$ cat src/rtl/ascon_ctrl_fsm.sv
// Ascon-128 encryption controller: sequences the permutation rounds, absorbs AD/PT blocks
// over a valid/ready handshake and produces ciphertext blocks and the final tag.
module ascon_ctrl_fsm #(
    parameter int unsigned NB_AD = 1,
    parameter int unsigned NB_PT = 4
) (
    input  logic         clock_i,
    input  logic         resetb_i,
    input  logic         start_i,
    input  logic [127:0] key_i,
    input  logic [63:0]  block_i,
    input  logic         block_valid_i,
    output logic         block_ready_o,
    input  logic [63:0]  state_x0_i,
    input  logic [63:0]  state_x3_i,
    input  logic [63:0]  state_x4_i,
    output logic [3:0]   round_o,
    output logic         input_select_o,
    output logic         ena_xor_up_o,
    output logic [63:0]  data_xor_up_o,
    output logic         ena_xor_down_o,
    output logic [255:0] data_xor_down_o,
    output logic         ena_reg_state_o,
    output logic [63:0]  cipher_o,
    output logic         cipher_valid_o,
    output logic [127:0] tag_o,
    output logic         tag_valid_o,
    output logic         busy_o,
    output logic         done_o
);

    typedef enum logic [2:0] {
        StIdle, StInit, StWaitAd, StRoundAd, StWaitPt, StRoundPt, StFinal, StTag
    } state_e;

    localparam int unsigned CntW = 16;
    localparam logic [CntW-1:0] LastAd = CntW'(NB_AD - 1);
    localparam logic [CntW-1:0] LastPt = CntW'(NB_PT - 1);
    // Only reachable in the PT phase when NB_PT >= 2.
    localparam logic [CntW-1:0] NextLastPt = CntW'(NB_PT - 2);
    localparam logic [3:0] LastRound = 4'd11;
    localparam logic [3:0] P6First = 4'd6;

    state_e          state_q, state_d;
    logic [3:0]      round_q, round_d;
    logic [CntW-1:0] cnt_q, cnt_d;
    logic [127:0]    key_q, key_d;
    logic [63:0]     cipher_q, cipher_d;
    logic            cipher_valid_q, cipher_valid_d;
    logic [127:0]    tag_q, tag_d;
    logic            tag_valid_q, tag_valid_d;

    logic last_ad, last_pt, next_last_pt;

    assign last_ad      = (cnt_q == LastAd);
    assign last_pt      = (cnt_q == LastPt);
    assign next_last_pt = (cnt_q == NextLastPt);

    always_comb begin
        state_d         = state_q;
        round_d         = round_q;
        cnt_d           = cnt_q;
        key_d           = key_q;
        cipher_d        = cipher_q;
        cipher_valid_d  = 1'b0;
        tag_d           = tag_q;
        tag_valid_d     = 1'b0;
        round_o         = round_q;
        input_select_o  = 1'b0;
        ena_xor_up_o    = 1'b0;
        ena_xor_down_o  = 1'b0;
        data_xor_down_o = '0;
        ena_reg_state_o = 1'b0;
        block_ready_o   = 1'b0;

        unique case (state_q)
            StIdle: begin
                if (start_i) begin
                    key_d   = key_i;
                    round_d = 4'd0;
                    cnt_d   = '0;
                    state_d = StInit;
                end
            end
            StInit: begin
                ena_reg_state_o = 1'b1;
                input_select_o  = (round_q == 4'd0);
                round_d         = round_q + 4'd1;
                if (round_q == LastRound) begin
                    ena_xor_down_o  = 1'b1;
                    data_xor_down_o = {128'h0, key_q};
                    round_d         = 4'd0;
                    cnt_d           = '0;
                    state_d         = StWaitAd;
                end
            end
            StWaitAd: begin
                block_ready_o = 1'b1;
                // The accept cycle already runs the first p6 round.
                if (block_valid_i) begin
                    round_o         = P6First;
                    ena_xor_up_o    = 1'b1;
                    ena_reg_state_o = 1'b1;
                    round_d         = P6First + 4'd1;
                    state_d         = StRoundAd;
                end
            end
            StRoundAd: begin
                ena_reg_state_o = 1'b1;
                round_d         = round_q + 4'd1;
                if (round_q == LastRound) begin
                    round_d = 4'd0;
                    if (last_ad) begin
                        ena_xor_down_o  = 1'b1;
                        data_xor_down_o = 256'h1
                                        | ((NB_PT == 1) ? {key_q, 128'h0} : 256'h0);
                        cnt_d           = '0;
                        state_d         = StWaitPt;
                    end else begin
                        cnt_d   = cnt_q + CntW'(1);
                        state_d = StWaitAd;
                    end
                end
            end
            StWaitPt: begin
                block_ready_o = 1'b1;
                if (block_valid_i) begin
                    ena_xor_up_o    = 1'b1;
                    ena_reg_state_o = 1'b1;
                    cipher_d        = state_x0_i ^ block_i;
                    cipher_valid_d  = 1'b1;
                    if (last_pt) begin
                        round_o = 4'd0;
                        round_d = 4'd1;
                        state_d = StFinal;
                    end else begin
                        round_o = P6First;
                        round_d = P6First + 4'd1;
                        state_d = StRoundPt;
                    end
                end
            end
            StRoundPt: begin
                ena_reg_state_o = 1'b1;
                round_d         = round_q + 4'd1;
                if (round_q == LastRound) begin
                    if (next_last_pt) begin
                        ena_xor_down_o  = 1'b1;
                        data_xor_down_o = {key_q, 128'h0};
                    end
                    round_d = 4'd0;
                    cnt_d   = cnt_q + CntW'(1);
                    state_d = StWaitPt;
                end
            end
            StFinal: begin
                ena_reg_state_o = 1'b1;
                round_d         = round_q + 4'd1;
                if (round_q == LastRound) begin
                    round_d = 4'd0;
                    state_d = StTag;
                end
            end
            StTag: begin
                tag_d       = {state_x3_i, state_x4_i} ^ key_q;
                tag_valid_d = 1'b1;
                state_d     = StIdle;
            end
            default: state_d = StIdle;
        endcase
    end

    always_ff @(posedge clock_i) begin
        if (!resetb_i) begin
            state_q        <= StIdle;
            round_q        <= 4'd0;
            cnt_q          <= '0;
            key_q          <= '0;
            cipher_q       <= '0;
            cipher_valid_q <= 1'b0;
            tag_q          <= '0;
            tag_valid_q    <= 1'b0;
        end else begin
            state_q        <= state_d;
            round_q        <= round_d;
            cnt_q          <= cnt_d;
            key_q          <= key_d;
            cipher_q       <= cipher_d;
            cipher_valid_q <= cipher_valid_d;
            tag_q          <= tag_d;
            tag_valid_q    <= tag_valid_d;
        end
    end

    assign data_xor_up_o  = block_i;
    assign cipher_o       = cipher_q;
    assign cipher_valid_o = cipher_valid_q;
    assign tag_o          = tag_q;
    assign tag_valid_o    = tag_valid_q;
    assign done_o         = tag_valid_q;
    assign busy_o         = (state_q != StIdle);

endmodule

$ cat config.mk
export PLATFORM = sky130hd
export DESIGN_NAME = ascon_ctrl_fsm
export DESIGN_NICKNAME = d
export VERILOG_FILES = /design/src/rtl/ascon_ctrl_fsm.sv
export SDC_FILE = /design/constraint.sdc
export NUM_CORES = 1
export LEC_CHECK = 0
export BUFFER_PORTS_ARGS = -buffer_cell sky130_fd_sc_hd__buf_2
export CAP_MARGIN = 40
export CORE_AREA = 10 10 345 347
export DETAILED_ROUTE_END_ITERATION = 10
export DIE_AREA = 0 0 355 357
export SLEW_MARGIN = 20
export SYNTH_ARGS = -nofsm -noshare
export SYNTH_HDL_FRONTEND = slang
export SYNTH_SLANG_ARGS = --single-unit
$ cat constraint.sdc
create_clock -name clock_i -period 3.7 [get_ports clock_i]
set_input_delay 0.37 -clock clock_i [delete_from_list [all_inputs] [get_ports clock_i]]
set_output_delay 0.37 -clock clock_i [all_outputs]
set_load 0.1 [all_outputs]
# Word-level counts from Yosys, hierarchy flattened
# Index checks and enable logic that the tools add are counted.
# totals
reg_bits	345
inputBits	388
elab_cells	87
# op_classes
add_sub_neg	2
eq_ne	17
mux	44
n_bitwise	2
reduce_logical	14
# op_table
cell	count
$pmux 256 s3	1
$mux 256	2
$mux 128	1
$xor 128x128->128	1
$mux 16	5
$pmux 16 s4	1
$xor 64x64->64	1
$eq 16x2->1 const B	2
$mux 3	10
$mux 4	6
$pmux 3 s8	1
$add 16x1->16 const B	1
$logic_not 16->1	1
$pmux 4 s4	1
$ne 2x2->1 const B	7
$eq 3x3->1 const B	4
$mux 1	12
$pmux 4 s2	1
$reduce_bool 4->1	2
$reduce_and 7->1	1
$eq 3x2->1 const B	2
$reduce_and 2->1	3
$reduce_and 5->1	1
$add 4x1->4 const B	1
11 further kinds	11

# Longest topological paths before layout
# depth
ltp_word	4
mapped_depth	8
mapped_depth_nobuf	6

# Least setup slack after synthesis
# Ideal clock, no wire load.
# synth_timing
kind	register -> output
startpoint	register state_q[2]
endpoint	output round_o[0]
arrival_ns	3.632
required_time_ns	3.330
slack_ns	-0.302
path_stages_with_launch	6
path_buffers	2
cell_sequence	dfxtp_1 > buf_2 > clkbuf_1 > nand2b_1 > a21oi_1 > a21oi_1
# synth_between
elab_chain_cells	2
elab_cells_between_ends	3
cone_classes	2 x eq/ne; 1 x mux
# synth_lines
item	line_no	source
from (decl)	44	state_e state_q, state_d;
from (signal assigned)	175	state_q <= StIdle;
from (signal assigned)	184	state_q <= state_d;
$eq 3x3->1 or $eq 3x2->1 (tied branches)	76	unique case (state_q)
$pmux 4 s2 *	76	
to (decl)	17	output logic [3:0] round_o,
# Every way passes the cells marked *; elsewhere a longest branch is shown, timed or not.

# Worst setup path in the final report
# layout_timing
startpoint	register cnt_q[5]
endpoint	output data_xor_down_o[190]
# layout_between
elab_chain_cells	4
# layout_lines
item	line_no	source
from (decl)	46	logic [CntW-1:0] cnt_q, cnt_d;
from (signal assigned)	186	cnt_q <= cnt_d;
$eq 16x2->1	57	assign next_last_pt = (cnt_q == NextLastPt);
$mux 256	147	if (next_last_pt) begin
$mux 256	146	if (round_q == LastRound) begin
$pmux 256 s3	76	
to (decl)	22	output logic [255:0] data_xor_down_o,
# No other way between the ends.

==> run metrics <==
outcome completed; Synth cell types between 50 and 60; Yosys Warn Count 0; ys flop type dfxtp_1; Seq cells post-synth approximately 350; Mapped Cells roughly 2,000; FP Rows approximately 120; asr flop ratio synth 0%; die area between 0.1 and 0.15 mm2; Logic pwr share approximately 15%; Post-CTS Setup Inserts 0; Avg Synthesized Cell Area ~8.3 um2; global routing met2 resource utilization a little under a quarter; Final HPWL DP 76,300 um; GR peak layer met2; Placeable Area around 0.11 mm2; Pre-antenna DRT Iters 8; DR WL/cell around 22 um; Worst-Skew Late Latency approximately 0.61 ns; GP Congestion roughly 0.9; # setup viols final 0; sequential-to-total area share from yosys stat 42.3%; WP data required ~3.3 ns; largest net degree at the start of global routing about 130; crit path from cnt_q[5]; Final Max Tran Viols 0; CP Capture Type primary output; Switch Pwr 2.98 mW; Hold WC Path Type in -> reg; Slew @ Worst Pin roughly 1.1 ns; initial antenna violation count 27; most common cell in the netlist dfxtp_1; share of cells above drive strength 1 between 30% and 40%; synthesized area 0.0163 mm2; top cell type's share of synthesized area a little over two fifths; # IOs around 900; RSZ-0062 raised after global routing false; most frequent cells after synthesis 345 x dfxtp_1, 272 x nand2_1, 205 x nor2_1; worst setup margin ~0.26 ns; worst slack, placed around 0.8 ns; Area Overhead vs Synth 66.3%; hold wc startpoint state_x0_i[11]; fin crit share between 90% and 100%; switching part of the total between 20% and 30%; Num Clock Sinks 345; Syn Nets about 2,400; routing usage on met1 roughly 17%; CP Max Fanout between 50 and 60; max frequency roughly 290 MHz; Worst Path Class, Setup reg -> out; first-pass GRT wire length between 100,000 and 150,000 um; # port buffers 912; clk buf depth 3; Max Cap Viol 0; CTS Buf Count 45; htree depth 2; TritonCTS clock tree yes; overall routing resource usage 14.1%; Tmin final ~3.4 ns; GR Overflow Total 0; Die X roughly 360 um; Worst Clk Skew just over 0.02 ns; setup_tns 0 ns; Worst-path clk slew around 0.06 ns; Final #Nets 3,280; initial DRC count approximately 1,200; vias in the first global route 17,582; final hold viol count 0; internal power 7.18 mW; crit path DAT 3.07 ns; Slew HR just under 30%; die height around 360 um; footprint of the multi-input gates roughly 0.0083 mm2; Clock Power Share between 40% and 50%; met3 usage ~4.0%; filler cell count ~12,000; P per Cell Area 374 mW/mm2; initial core utilization between 10% and 20%; register cell area after layout ~0.0069 mm2; remaining routing DRC violations 0; CP Launch Type flip-flop; Reg power frac around 40%; r2r startpoint round_q[1]; Post-Route WL around 95,000 um; maximum VDD drop around 320 uV; cell accounting for the most synthesized area dfxtp_1; Post-synth EDFFs 0; DR vias 17,634; Synth area leaders dfxtp_1 42%, xnor2_1 10%, a211oi_1 9.2%; post-route ant nets 0; P_leak 11.6 nW; CTS root buf clkbuf_16; vias per cell 3.99
==> kinds of logic (layout without fill, tap and decap cells) <==
logic type / after synthesis / in the layout / share of synthesized area [%]
and+or+nand+nor: 800 / 800 / 23.6
AOI/OAI and AO/OA: 381 / 381 / 15.7
DFF: 345 / 345 / 42.3
buffers and inverters: 242 / 1193 / 7.50
xor gates and xnor gates: 193 / 193 / 10.4
adders and majority gates: 6 / 6 / 0.445
muxes: 2 / 2 / 0.123
other: 0 / 4 / 0
==> cells in the final DEF (no fill, tap or decap), types with 7 or more instances in the layout <==
cell           synthesis  routed
nor2_1               205     203
and3_1               129     128
xnor2_1              193     193
buf_4                 66      16
a21oi_1              135     134
and2_1               130     130
a211oi_2               8       8
dlygate4sd3_1          0     160
o21ai_0               12      12
nand4_1                7       7
nand2_1              272     272
buf_12                 0     143
inv_1                  9       9
a211oi_1             200     200
clkbuf_16              0      46
o31ai_1                9       9
or4_1                  9       9
nand3_1               13      12
dfxtp_1              345     345
clkbuf_8               0       7
buf_2                 37     784
clkbuf_1             120      10
==> layer usage <==
metal | share of wire, % | wire [um]
met1 | 41 | 39100
met2 | 48 | 46100
met3 | 7.6 | 7270
met4 | 2.8 | 2660
met5 | 0.074 | 70
==> power groups by stage <==
stage	Clock [mW]	Combinational, mW	Sequential, mW
final	4.61	1.49	4.05
after global routing	4.95	1.60	4.06
after CTS	4.82	1.50	4.05
after detailed placement	0	1.34	4.13
after global placement	0	1.33	4.13
after floorplan	0	0.890	3.99
==> state kept, by name, indices dropped and copies added, names as in the netlist <==
signal and cells:
cipher_o 64, cipher_valid_o 1, cnt_q 16, done_o 1, key_q 128, round_q 4, state_q 3, tag_o 128
==> layout make-up <==
| class | instances | area share [%] |
|---|---|---|
| clock inverters | 17 | 0.954 |
| diodes | 4 | 0.0369 |
| inverters | 10 | 0.166 |
| clock buffers | 63 | 4.73 |
| flip-flops and latches | 345 | 25.4 |
| multi-input cells | 1382 | 30.4 |
| well taps | 1500 | 6.91 |
| repair buffers | 1103 | 31.3 |
==> final timing paths <==
| kind | slack (ns) | to | depth (start not counted) |
|---|---|---|---|
| worst max-delay path | 0.26 | data_xor_down_o[190] | 6 |
| worst min-delay path | 0.06 | cipher_o[11] | 3 |
| worst max register to register | 1.17 | cnt_q[15] | 7 |
| worst min register to register | 0.49 | key_q[22] | 2 |
==> worst max-delay path, cell delays in order (launching register included) <==
cell and delay, ns:
dfxtp_1 0.35, nor4_2 0.40, nand4_1 0.20, nor4_2 0.51, buf_4 0.49, and2_1 0.27
buf_12 0.19
==> stage by stage <==
step                cell area [um2]  util [%]  std cells  power [mW]  hold slack [ns]
detailed placement            24000      21.4       4180        5.48            0.485
global route                  27100      24.2       4424        10.6           0.0265
CTS                           27100      24.2       4420        10.4         0.000268
floorplan                     16300         -       1969        4.88            0.466
global placement              24000      21.4       4180        5.47            0.478
finish                        27100      24.2       4424        10.2           0.0597
==> repair_timing <==
action / 4_1_cts / 5_1_grt
endpoints found under the setup margin: 0 / 1
resized for setup: 0 / 1
hold buffers: 160 / 0
hold endpoints to repair: 157 / 0
(Power assumes the default switching activity.)
